===== config.mk =====
export PLATFORM = sky130hd
export DESIGN_NAME = muldiv_sequencer_flat
export DESIGN_NICKNAME = d
export VERILOG_FILES = /design/src/rtl/muldiv_sequencer_if.sv /design/src/rtl/muldiv_sequencer.sv /design/src/flat_wrapper.sv
export SDC_FILE = /design/constraint.sdc
export NUM_CORES = 1
export LEC_CHECK = 0
export BUFFER_PORTS_ARGS = -buffer_cell sky130_fd_sc_hd__buf_4
export CAP_MARGIN = 20
export CORE_AREA = 2 2 195 197
export CTS_BUF_LIST = sky130_fd_sc_hd__clkbuf_4
export DETAILED_ROUTE_END_ITERATION = 7
export DIE_AREA = 0 0 197 199
export GPL_TIMING_DRIVEN = 0
export PLACE_DENSITY_LB_ADDON = 0.3
export SETUP_SLACK_MARGIN = 0.2
export SLEW_MARGIN = 20
export SYNTH_ARGS = -nofsm -noshare
export SYNTH_HDL_FRONTEND = slang
export SYNTH_SLANG_ARGS = --single-unit

===== constraint.sdc =====
create_clock -name clk -period 3.37 [get_ports clk]
set_input_delay 0.674 -clock clk [delete_from_list [all_inputs] [get_ports clk]]
set_output_delay 0.674 -clock clk [all_outputs]
set_load 0.1 [all_outputs]

===== src/rtl/muldiv_sequencer_if.sv =====
// muldiv_sequencer_if: decoder-side bus of the multiply/divide unit
interface muldiv_sequencer_if #(parameter int WIDTH = 32);
    logic             start;
    logic [1:0]       op;
    logic [WIDTH-1:0] a;
    logic [WIDTH-1:0] b;
    logic             wr_hi;
    logic             wr_lo;
    logic [WIDTH-1:0] wdata;
    logic             busy;
    logic             stall;
    logic             done;
    logic [WIDTH-1:0] hi;
    logic [WIDTH-1:0] lo;
    modport master (output start, op, a, b, wr_hi, wr_lo, wdata,
                    input  busy, stall, done, hi, lo);
    modport slave  (input  start, op, a, b, wr_hi, wr_lo, wdata,
                    output busy, stall, done, hi, lo);
endinterface


===== src/rtl/muldiv_sequencer.sv =====
// muldiv_sequencer: one-bit-per-cycle unsigned MULTU/DIVU engine owning HI/LO
module muldiv_sequencer #(parameter int WIDTH = 32) (
    input logic               clk,
    input logic               reset,
    muldiv_sequencer_if.slave bus
);
    localparam int CW = WIDTH > 1 ? $clog2(WIDTH) : 1;
    typedef enum logic [1:0] {IDLE, MUL, DIV, DONE} state_t;
    state_t             state_q, state_d;
    logic [CW-1:0]      count_q, count_d;
    logic [2*WIDTH-1:0] p_q, p_d, p_nx;
    logic [WIDTH-1:0]   b_q, b_d, q_q, q_d, q_nx, r_q, r_d, r_nx;
    logic [WIDTH-1:0]   hi_q, hi_d, lo_q, lo_d;
    logic [WIDTH:0]     sum, t;
    logic               dz_q, dz_d, busy, accept, last, ge;

    assign busy   = state_q == MUL || state_q == DIV;
    assign accept = bus.start && !bus.op[1] && !busy;
    assign last   = count_q == CW'(WIDTH - 1);
    // Shift-add step: conditional add into the upper half keeps its carry, then shift right
    assign sum    = {1'b0, p_q[2*WIDTH-1:WIDTH]} + (p_q[0] ? {1'b0, b_q} : '0);
    assign p_nx   = {sum, p_q[WIDTH-1:1]};
    // Restoring step: the remainder stays below the divisor, so WIDTH bits hold it between steps
    assign t      = {r_q, q_q[WIDTH-1]};
    assign ge     = t >= {1'b0, b_q};
    assign r_nx   = WIDTH'(ge ? t - {1'b0, b_q} : t);
    assign q_nx   = {q_q[WIDTH-2:0], ge};

    assign bus.busy  = busy;
    assign bus.stall = busy || accept;
    assign bus.done  = state_q == DONE;
    assign bus.hi    = hi_q;
    assign bus.lo    = lo_q;

    // Next-state: accept/MTHI/MTLO when idle, otherwise advance the engine one bit
    always_comb begin
        state_d = state_q;
        count_d = count_q;
        p_d     = p_q;
        b_d     = b_q;
        q_d     = q_q;
        r_d     = r_q;
        dz_d    = dz_q;
        hi_d    = hi_q;
        lo_d    = lo_q;
        if (!busy) begin
            state_d = IDLE;
            if (bus.wr_hi) hi_d = bus.wdata;
            if (bus.wr_lo) lo_d = bus.wdata;
            if (accept) begin
                state_d = bus.op[0] ? DIV : MUL;
                count_d = '0;
                p_d     = {{WIDTH{1'b0}}, bus.a};
                b_d     = bus.b;
                q_d     = bus.a;
                r_d     = '0;
                dz_d    = bus.op[0] && bus.b == '0;
            end
        end else begin
            count_d = count_q + 1'b1;
            if (state_q == MUL) begin
                p_d = p_nx;
                if (last) begin
                    hi_d    = p_nx[2*WIDTH-1:WIDTH];
                    lo_d    = p_nx[WIDTH-1:0];
                    state_d = DONE;
                end
            end else begin
                q_d = q_nx;
                r_d = r_nx;
                if (last || dz_q) begin
                    hi_d    = dz_q ? q_q : r_nx;
                    lo_d    = dz_q ? '1 : q_nx;
                    state_d = DONE;
                end
            end
        end
    end

    // State and datapath registers; reset drops any in-flight operation
    always_ff @(posedge clk or negedge reset) begin
        if (!reset) begin
            state_q <= IDLE;
            count_q <= '0;
            p_q     <= '0;
            b_q     <= '0;
            q_q     <= '0;
            r_q     <= '0;
            dz_q    <= 1'b0;
            hi_q    <= '0;
            lo_q    <= '0;
        end else begin
            state_q <= state_d;
            count_q <= count_d;
            p_q     <= p_d;
            b_q     <= b_d;
            q_q     <= q_d;
            r_q     <= r_d;
            dz_q    <= dz_d;
            hi_q    <= hi_d;
            lo_q    <= lo_d;
        end
    end
endmodule


===== src/flat_wrapper.sv =====
// flat-port wrapper written by rule: the top's interface ports become plain ports
module muldiv_sequencer_flat 
#(parameter int WIDTH = 32)
  (clk, reset, bus_start, bus_op, bus_a, bus_b, bus_wr_hi, bus_wr_lo, bus_wdata, bus_busy, bus_stall, bus_done, bus_hi, bus_lo);
  muldiv_sequencer_if #(.WIDTH(WIDTH)) bus_i ();
  input logic clk;
  input logic reset;
  input wire logic [$bits(bus_i.start)-1:0] bus_start;
  input wire logic [$bits(bus_i.op)-1:0] bus_op;
  input wire logic [$bits(bus_i.a)-1:0] bus_a;
  input wire logic [$bits(bus_i.b)-1:0] bus_b;
  input wire logic [$bits(bus_i.wr_hi)-1:0] bus_wr_hi;
  input wire logic [$bits(bus_i.wr_lo)-1:0] bus_wr_lo;
  input wire logic [$bits(bus_i.wdata)-1:0] bus_wdata;
  output wire logic [$bits(bus_i.busy)-1:0] bus_busy;
  output wire logic [$bits(bus_i.stall)-1:0] bus_stall;
  output wire logic [$bits(bus_i.done)-1:0] bus_done;
  output wire logic [$bits(bus_i.hi)-1:0] bus_hi;
  output wire logic [$bits(bus_i.lo)-1:0] bus_lo;
  assign bus_i.start = bus_start;
  assign bus_i.op = bus_op;
  assign bus_i.a = bus_a;
  assign bus_i.b = bus_b;
  assign bus_i.wr_hi = bus_wr_hi;
  assign bus_i.wr_lo = bus_wr_lo;
  assign bus_i.wdata = bus_wdata;
  assign bus_busy = bus_i.busy;
  assign bus_stall = bus_i.stall;
  assign bus_done = bus_i.done;
  assign bus_hi = bus_i.hi;
  assign bus_lo = bus_i.lo;
  muldiv_sequencer #(.WIDTH(WIDTH)) u_core (.clk(clk), .reset(reset), .bus(bus_i));
endmodule

======== Yosys cells after proc, flatten, opt, wreduce, memory -nomap -nowiden ========
Cells that the tools add are included.
word-level totals
  output and inout bits ................... 67
  bits of input ports ..................... 103
  register bits after elaboration ......... 232
  word-level logic and storage cells ...... 71
cells by class
  reductions and logical operators ........ 18
  muxes and demuxes ....................... 31
  order comparisons ....................... 1
  bitwise logic cells ..................... 1
  equality and inequality tests ........... 8
  add/subtract/negate cells ............... 3
operator list
  cell                                           count
  two-way mux 32 bit                             20
  two-way mux 64 bit                             3
  adder 32 x 33 -> 33 bit                        1
  greater-or-equal comparator 33 x 32 -> 1 bit   1
  zero test 32 bit                               1
  subtractor 32 bit                              1
  two-way mux 2 bit                              6
  two-way mux 5 bit                              2
  AND reduction 2 bit                            4
  != test 3 bit, second input constant           2
  AND reduction 3 bit                            2
  nonzero test 2 bit                             3
  adder 5 x 1 -> 5 bit, second input constant    1
  == test 5 bit, second input constant           1
  == test 2 bit, second input constant           2
  != test 2 bit, second input constant           2
  logical AND 1 bit                              3
  logical OR 1 bit                               3
  == test 2 x 1 -> 1 bit, second input constant  1
  zero test 1 bit                                2
  NOT 1 bit                                      1

======== Depth between registers and ports, before layout ========
  depth after elaboration ................. 6
  mapped depth ............................ 15

======== Worst setup path before layout ========
OpenSTA, ideal clock, no wires.
  path type ............................... reg-to-reg
  from .................................... register u_core.p_q[0]
  to ...................................... register u_core.hi_q[19] (netlist: u_core.bus.hi[19])
  path slack .............................. 0.067 ns
  path buffers ............................ 1
  library setup time ...................... 0.141 ns
  cell stages (with the launch flop) ...... 16
  arrival time ............................ 3.162 ns
  cell sequence ........................... dfrtp_1 > clkbuf_1 > and2_1 > ha_1 > inv_1 > fa_1 > nor2b_1 > o31a_1 > o211ai_1 > a21oi_1 > nor3_1 > o21a_1 > o21ai_0 > xor2_1 > a222oi_1 > a31oi_1
between the ends
  cells in the longest elaborated chain, start to end .. 5
RTL lines
  item                      RTL line                 source
  start: declaration        muldiv_sequencer.sv:11   logic [2*WIDTH-1:0] p_q, p_d, p_nx;
  start signal: assignment  muldiv_sequencer.sv:95   p_q <= p_d;
  two-way mux 32 bit        muldiv_sequencer.sv:21   assign sum = {1'b0, p_q[2*WIDTH-1:WIDTH]} + (p_q[0] ? {1'b0, b_q} : '0);
  adder 32 x 33 -> 33 bit   muldiv_sequencer.sv:21
  two-way mux 32 bit        muldiv_sequencer.sv:63   if (last) begin
  two-way mux 32 bit        muldiv_sequencer.sv:61   if (state_q == MUL) begin
  two-way mux 32 bit        muldiv_sequencer.sv:46   if (!busy) begin
  end signal: assignment    muldiv_sequencer.sv:100  hi_q <= hi_d;
  end: declaration          muldiv_sequencer.sv:13   logic [WIDTH-1:0] hi_q, hi_d, lo_q, lo_d;
Every way passes these cells. The select of a mux whose other input is x is not followed.
A chain may end at the register's enable or synchronous reset.

======== Final worst setup path ========
  from .................................... register u_core.p_q[0]
  to ...................................... register u_core.hi_q[27] (netlist: u_core.bus.hi[27])
The elaborated chain is that of the path after synthesis.

==> results.md <==
Logic synthesis:
- Synthesis inferred 232 register bits.
- In this run, synthesis inferred 0 flip-flops with an integrated enable.
- The mean instance size in the synthesized netlist is 8.945 µm².
- The cell count after synthesis came out at 1600.
- The async set-reset flop share out of synthesis is 1.000.
- The most used flip-flop cell after synthesis is sky130_fd_sc_hd__dfrtp_1.
- The yosys synthesis warning count is 0.
- The number of nets produced by synthesis is 1773.
- The part of the Yosys area used for sequential elements is 0.4057.
- The synthesized netlist contains 79 unique library cells.
- The area of the mapped netlist is 14310 µm².

Finish:
- The filler-free cell count of the finished design is 2450.
- In the final layout, the share of cells above drive strength 1 is 0.3033.
- At the end of the flow, the number of nets in the layout was 2102.
- The area added between synthesis and finish is 34.01%.
- Counting the fill cells in the layout gives 3426.

STA:
- Subtracting the final worst setup slack from the clock period gives 3.396 ns.
- Setup repair after global routing could not meet its margin everywhere.
- Derived from the worst setup path, the maximum achievable clock frequency is 294.5 MHz.
- The largest clock skew in the final design is 0.06744 ns.
- The final-report max-slew violation count is 0.
- The slew at the pin closest to its max-slew limit is 1.170 ns.
- Setup violations remaining at the end of the flow were counted as 1.
- The final worst slack is -0.02607 ns.
- In the finished design, the share of the clock period the worst path needs comes to 1.008.
- The number of hold-slack violations in the final timing report is 0.
- The worst pin sits at a relative slew slack of 0.2172.

Global route:
- For this run, the total global-route usage over all layers was measured as 0.2801.
- The initial antenna violation count was 1.
- The total overflow left after global routing is 0.
- The via count of the first global-routing pass is 14010.
- Entering global routing, the biggest net connects 77 pins.
- The first global-routing pass estimated 83.03 mm of wire.

Worst setup path:
- The worst setup path is captured at a register.
- The required time at the worst-slack endpoint is 3.93 ns.
- The critical setup path kind is reg -> reg.
- Data arrives at the worst endpoint at 3.96 ns.
- The critical path launch point type is a register.
- The maximum net fanout on the critical path is 3.

CTS:
- TritonCTS built the clock tree.
- The clock passes through at most 3 buffers.
- The register clock-pin slew on the reported worst setup and hold paths is 0.07 ns.
- The cell chosen for the clock root is sky130_fd_sc_hd__clkbuf_4.
- The H-tree depth reported by CTS is 3.
- The clock buffer count from CTS is 66.
- The TritonCTS sink count is 232.
- The clock reaches the later pin of the worst-skew pair after 0.76 ns.

Placement:
- Once detailed placement completed, the half-perimeter wirelength came to 41.54 mm.
- At the end of routability-driven placement, the weighted congestion stood at 0.9639.
- Including well taps, the total number of placed cells is 2246.
- The number of buffer cells added on primary ports is 169.

Drt:
- The detailed-route wire length per cell is 23.35 µm.
- For this block, the initial DRC count from the detailed router was 1320.
- Once detail routing completed, the nets flagged for antenna violations numbered 0.
- The number of design rule violations left after detail routing is 0.
- The total wirelength of the detailed-routed design is 57.20 mm.
- The number of iterations in the first detailed-routing pass is 6.
- Using the TritonRoute via totals, the vias-per-cell ratio works out to 5.932.
- The routed layout has 14530 vias.

Die:
- The die outline height is 199 µm.
- Pin placement for this block handled 170 I/O pins.
- The area of the die is 39200 µm².
- From left edge to right edge, the die measures 197 µm.
- The region available for standard cell placement spans 37130 µm².
- The initial cell density of the core is 0.3854.
- In this run the core area contains 71 standard-cell rows.

Min path:
- The tightest min-delay check is of the in -> reg type.

Status:
- The flow ran to the end, but the final reports show violations.
- The final reports fail on setup timing.

Job:
- The tool flagged a number of max-cap violations equal to 0.
## layer usage
| layer | vias to the layer above | track usage | part of all wire |
|---|---|---|---|
| met5 | - | 0 | 0 |
| met4 | 0 | 0.1131 | 0.040 |
| met3 | 155 | 0.05680 | 0.074 |
| met2 | 683 | 0.4380 | 0.45 |
| met1 | 7188 | 0.3800 | 0.43 |
| li1 | 6508 | - | - |
## state kept, by name, indices dropped and copies added, names as in the netlist
register,count
u_core.p_q,64
u_core.b_q,32
u_core.bus.hi,32
u_core.bus.lo,32
u_core.q_q,32
u_core.r_q,32
u_core.count_q,5
u_core.state_q,2
u_core.dz_q,1
## path summary, 6_finish.rpt
check	slack, ns	startpoint	to	depth (start not counted)
setup / recovery	-0.03	u_core.p_q[0]	u_core.bus.hi[27]	15
hold reg to reg	0.48	u_core.p_q[53]	u_core.p_q[53]	2
hold / removal	0.17	bus_b[3]	u_core.b_q[3]	2
min in group asynchronous	0.43	reset	u_core.p_q[36]	2
setup reg to reg	-0.03	u_core.p_q[0]	u_core.bus.hi[27]	15
max in group asynchronous	1.95	reset	u_core.b_q[12]	4
## Yosys cell counts, drive strengths merged (15+ instances only)
library cell  count  area, µm²
a21oi           119      603.1
ha               68      850.8
a221oi           16      140.1
dfrtp           232       5806
a21o             33      247.7
nand3            23      115.1
nand4            15      108.9
and2             38      240.2
mux2i            81      810.8
a31oi            21      150.2
mux2             32      360.4
nor2            110      415.4
buf              21      103.9
o21a             21      157.7
o21ai           160      804.5
xnor2            26      227.7
o211ai           20      150.1
nor3             18      90.09
inv              56      212.7
o22ai            36      225.2
xor2             16      140.1
clkbuf           68      256.5
nand2           213      799.5
## what timing repair did
item | CTS | global route
pin swaps | 32 | 75
setup buffers | 49 | 35
endpoints found under the setup margin | 147 | 111
cloned | 0 | 4
hold endpoints to repair | 36 | 0
resized for setup | 156 | 142
hold buffers | 1 | 0
## stage by stage
stage | setup TNS (ns) | hold slack, ns | instance area, µm² | worst slack (ns) | util
final | -0.02607 | 0.1725 | 19180 | -0.02607 | 0.5165
after floorplan | 0 | 0.3784 | 14320 | 0.2182 | -
after detailed placement | -16.07 | 0.4713 | 16270 | -0.6065 | 0.4381
after global placement | -88.06 | 0.4678 | 16180 | -0.6430 | 0.4357
after global routing | -0.3039 | 0.1468 | 19180 | -0.09266 | 0.5165
after CTS | -0.05039 | 0.1370 | 18270 | -0.04866 | 0.4919
## placed cells by master (no fill, tap or decap), types with 14 or more instances in the layout
master and n:
sky130_fd_sc_hd__a21o_1 33, sky130_fd_sc_hd__o21ai_0 133, sky130_fd_sc_hd__clkbuf_1 49, sky130_fd_sc_hd__ha_1 38, sky130_fd_sc_hd__o21ai_1 16, sky130_fd_sc_hd__and2_1 32
sky130_fd_sc_hd__a22o_1 14, sky130_fd_sc_hd__inv_1 50, sky130_fd_sc_hd__nand3_1 21, sky130_fd_sc_hd__clkbuf_2 14, sky130_fd_sc_hd__a31oi_1 14, sky130_fd_sc_hd__xnor2_1 24
sky130_fd_sc_hd__o21a_1 20, sky130_fd_sc_hd__a21oi_1 97, sky130_fd_sc_hd__nand2_1 211, sky130_fd_sc_hd__nand4_1 14, sky130_fd_sc_hd__a21oi_2 19, sky130_fd_sc_hd__nor2_1 106
sky130_fd_sc_hd__o211ai_1 20, sky130_fd_sc_hd__dfrtp_1 225, sky130_fd_sc_hd__clkbuf_4 96, sky130_fd_sc_hd__mux2_2 32, sky130_fd_sc_hd__mux2i_1 66, sky130_fd_sc_hd__o22ai_1 36
sky130_fd_sc_hd__ha_4 23, sky130_fd_sc_hd__buf_4 243
## kinds of logic (layout without fill, tap and decap cells)
group | after synthesis | after routing | share of synthesized area
AO/OA/AOI/OAI | 523 | 523 | 0.2334
XOR/XNOR | 42 | 42 | 0.02570
adder cells (fa/ha/maj) | 70 | 70 | 0.06225
buffers and inverters | 146 | 521 | 0.04030
flip-flops | 232 | 232 | 0.4057
multiplexers | 113 | 113 | 0.08183
other | 0 | 1 | 0
AND/OR/NAND/NOR | 474 | 474 | 0.1508
## worst max-delay path, cell delays in order, from the launching register on
cell and delay, ns:
sky130_fd_sc_hd__dfrtp_2 0.41, sky130_fd_sc_hd__buf_8 0.11, sky130_fd_sc_hd__and2_4 0.14, sky130_fd_sc_hd__ha_4 0.13
sky130_fd_sc_hd__inv_2 0.04, sky130_fd_sc_hd__fa_2 0.36, sky130_fd_sc_hd__nor2b_2 0.15, sky130_fd_sc_hd__o31a_1 0.20
sky130_fd_sc_hd__o211ai_1 0.14, sky130_fd_sc_hd__a21oi_2 0.20, sky130_fd_sc_hd__nor3_2 0.07, sky130_fd_sc_hd__o21a_2 0.28
sky130_fd_sc_hd__a31o_4 0.27, sky130_fd_sc_hd__o31a_1 0.29, sky130_fd_sc_hd__mux2i_2 0.29, sky130_fd_sc_hd__a41oi_2 0.14
## cell type report
| cell class | count | area [µm²] | area share |
|---|---|---|---|
| multi-input combinational | 1222 | 9102 | 0.4746 |
| sequential | 232 | 5814 | 0.3032 |
| timing repair buffer | 261 | 2117 | 0.1104 |
| clock buffer | 95 | 713.2 | 0.03719 |
| tap | 474 | 593.1 | 0.03092 |
| buffer | 89 | 447.9 | 0.02336 |
| inverter | 57 | 240.2 | 0.01253 |
| clock inverter | 19 | 147.6 | 0.007698 |
| antenna | 1 | 2.502 | 0.0001305 |
Power is left out: the tool's default activity adds up to more than one toggle a clock period on the data nets, which glitch-free logic cannot reach.
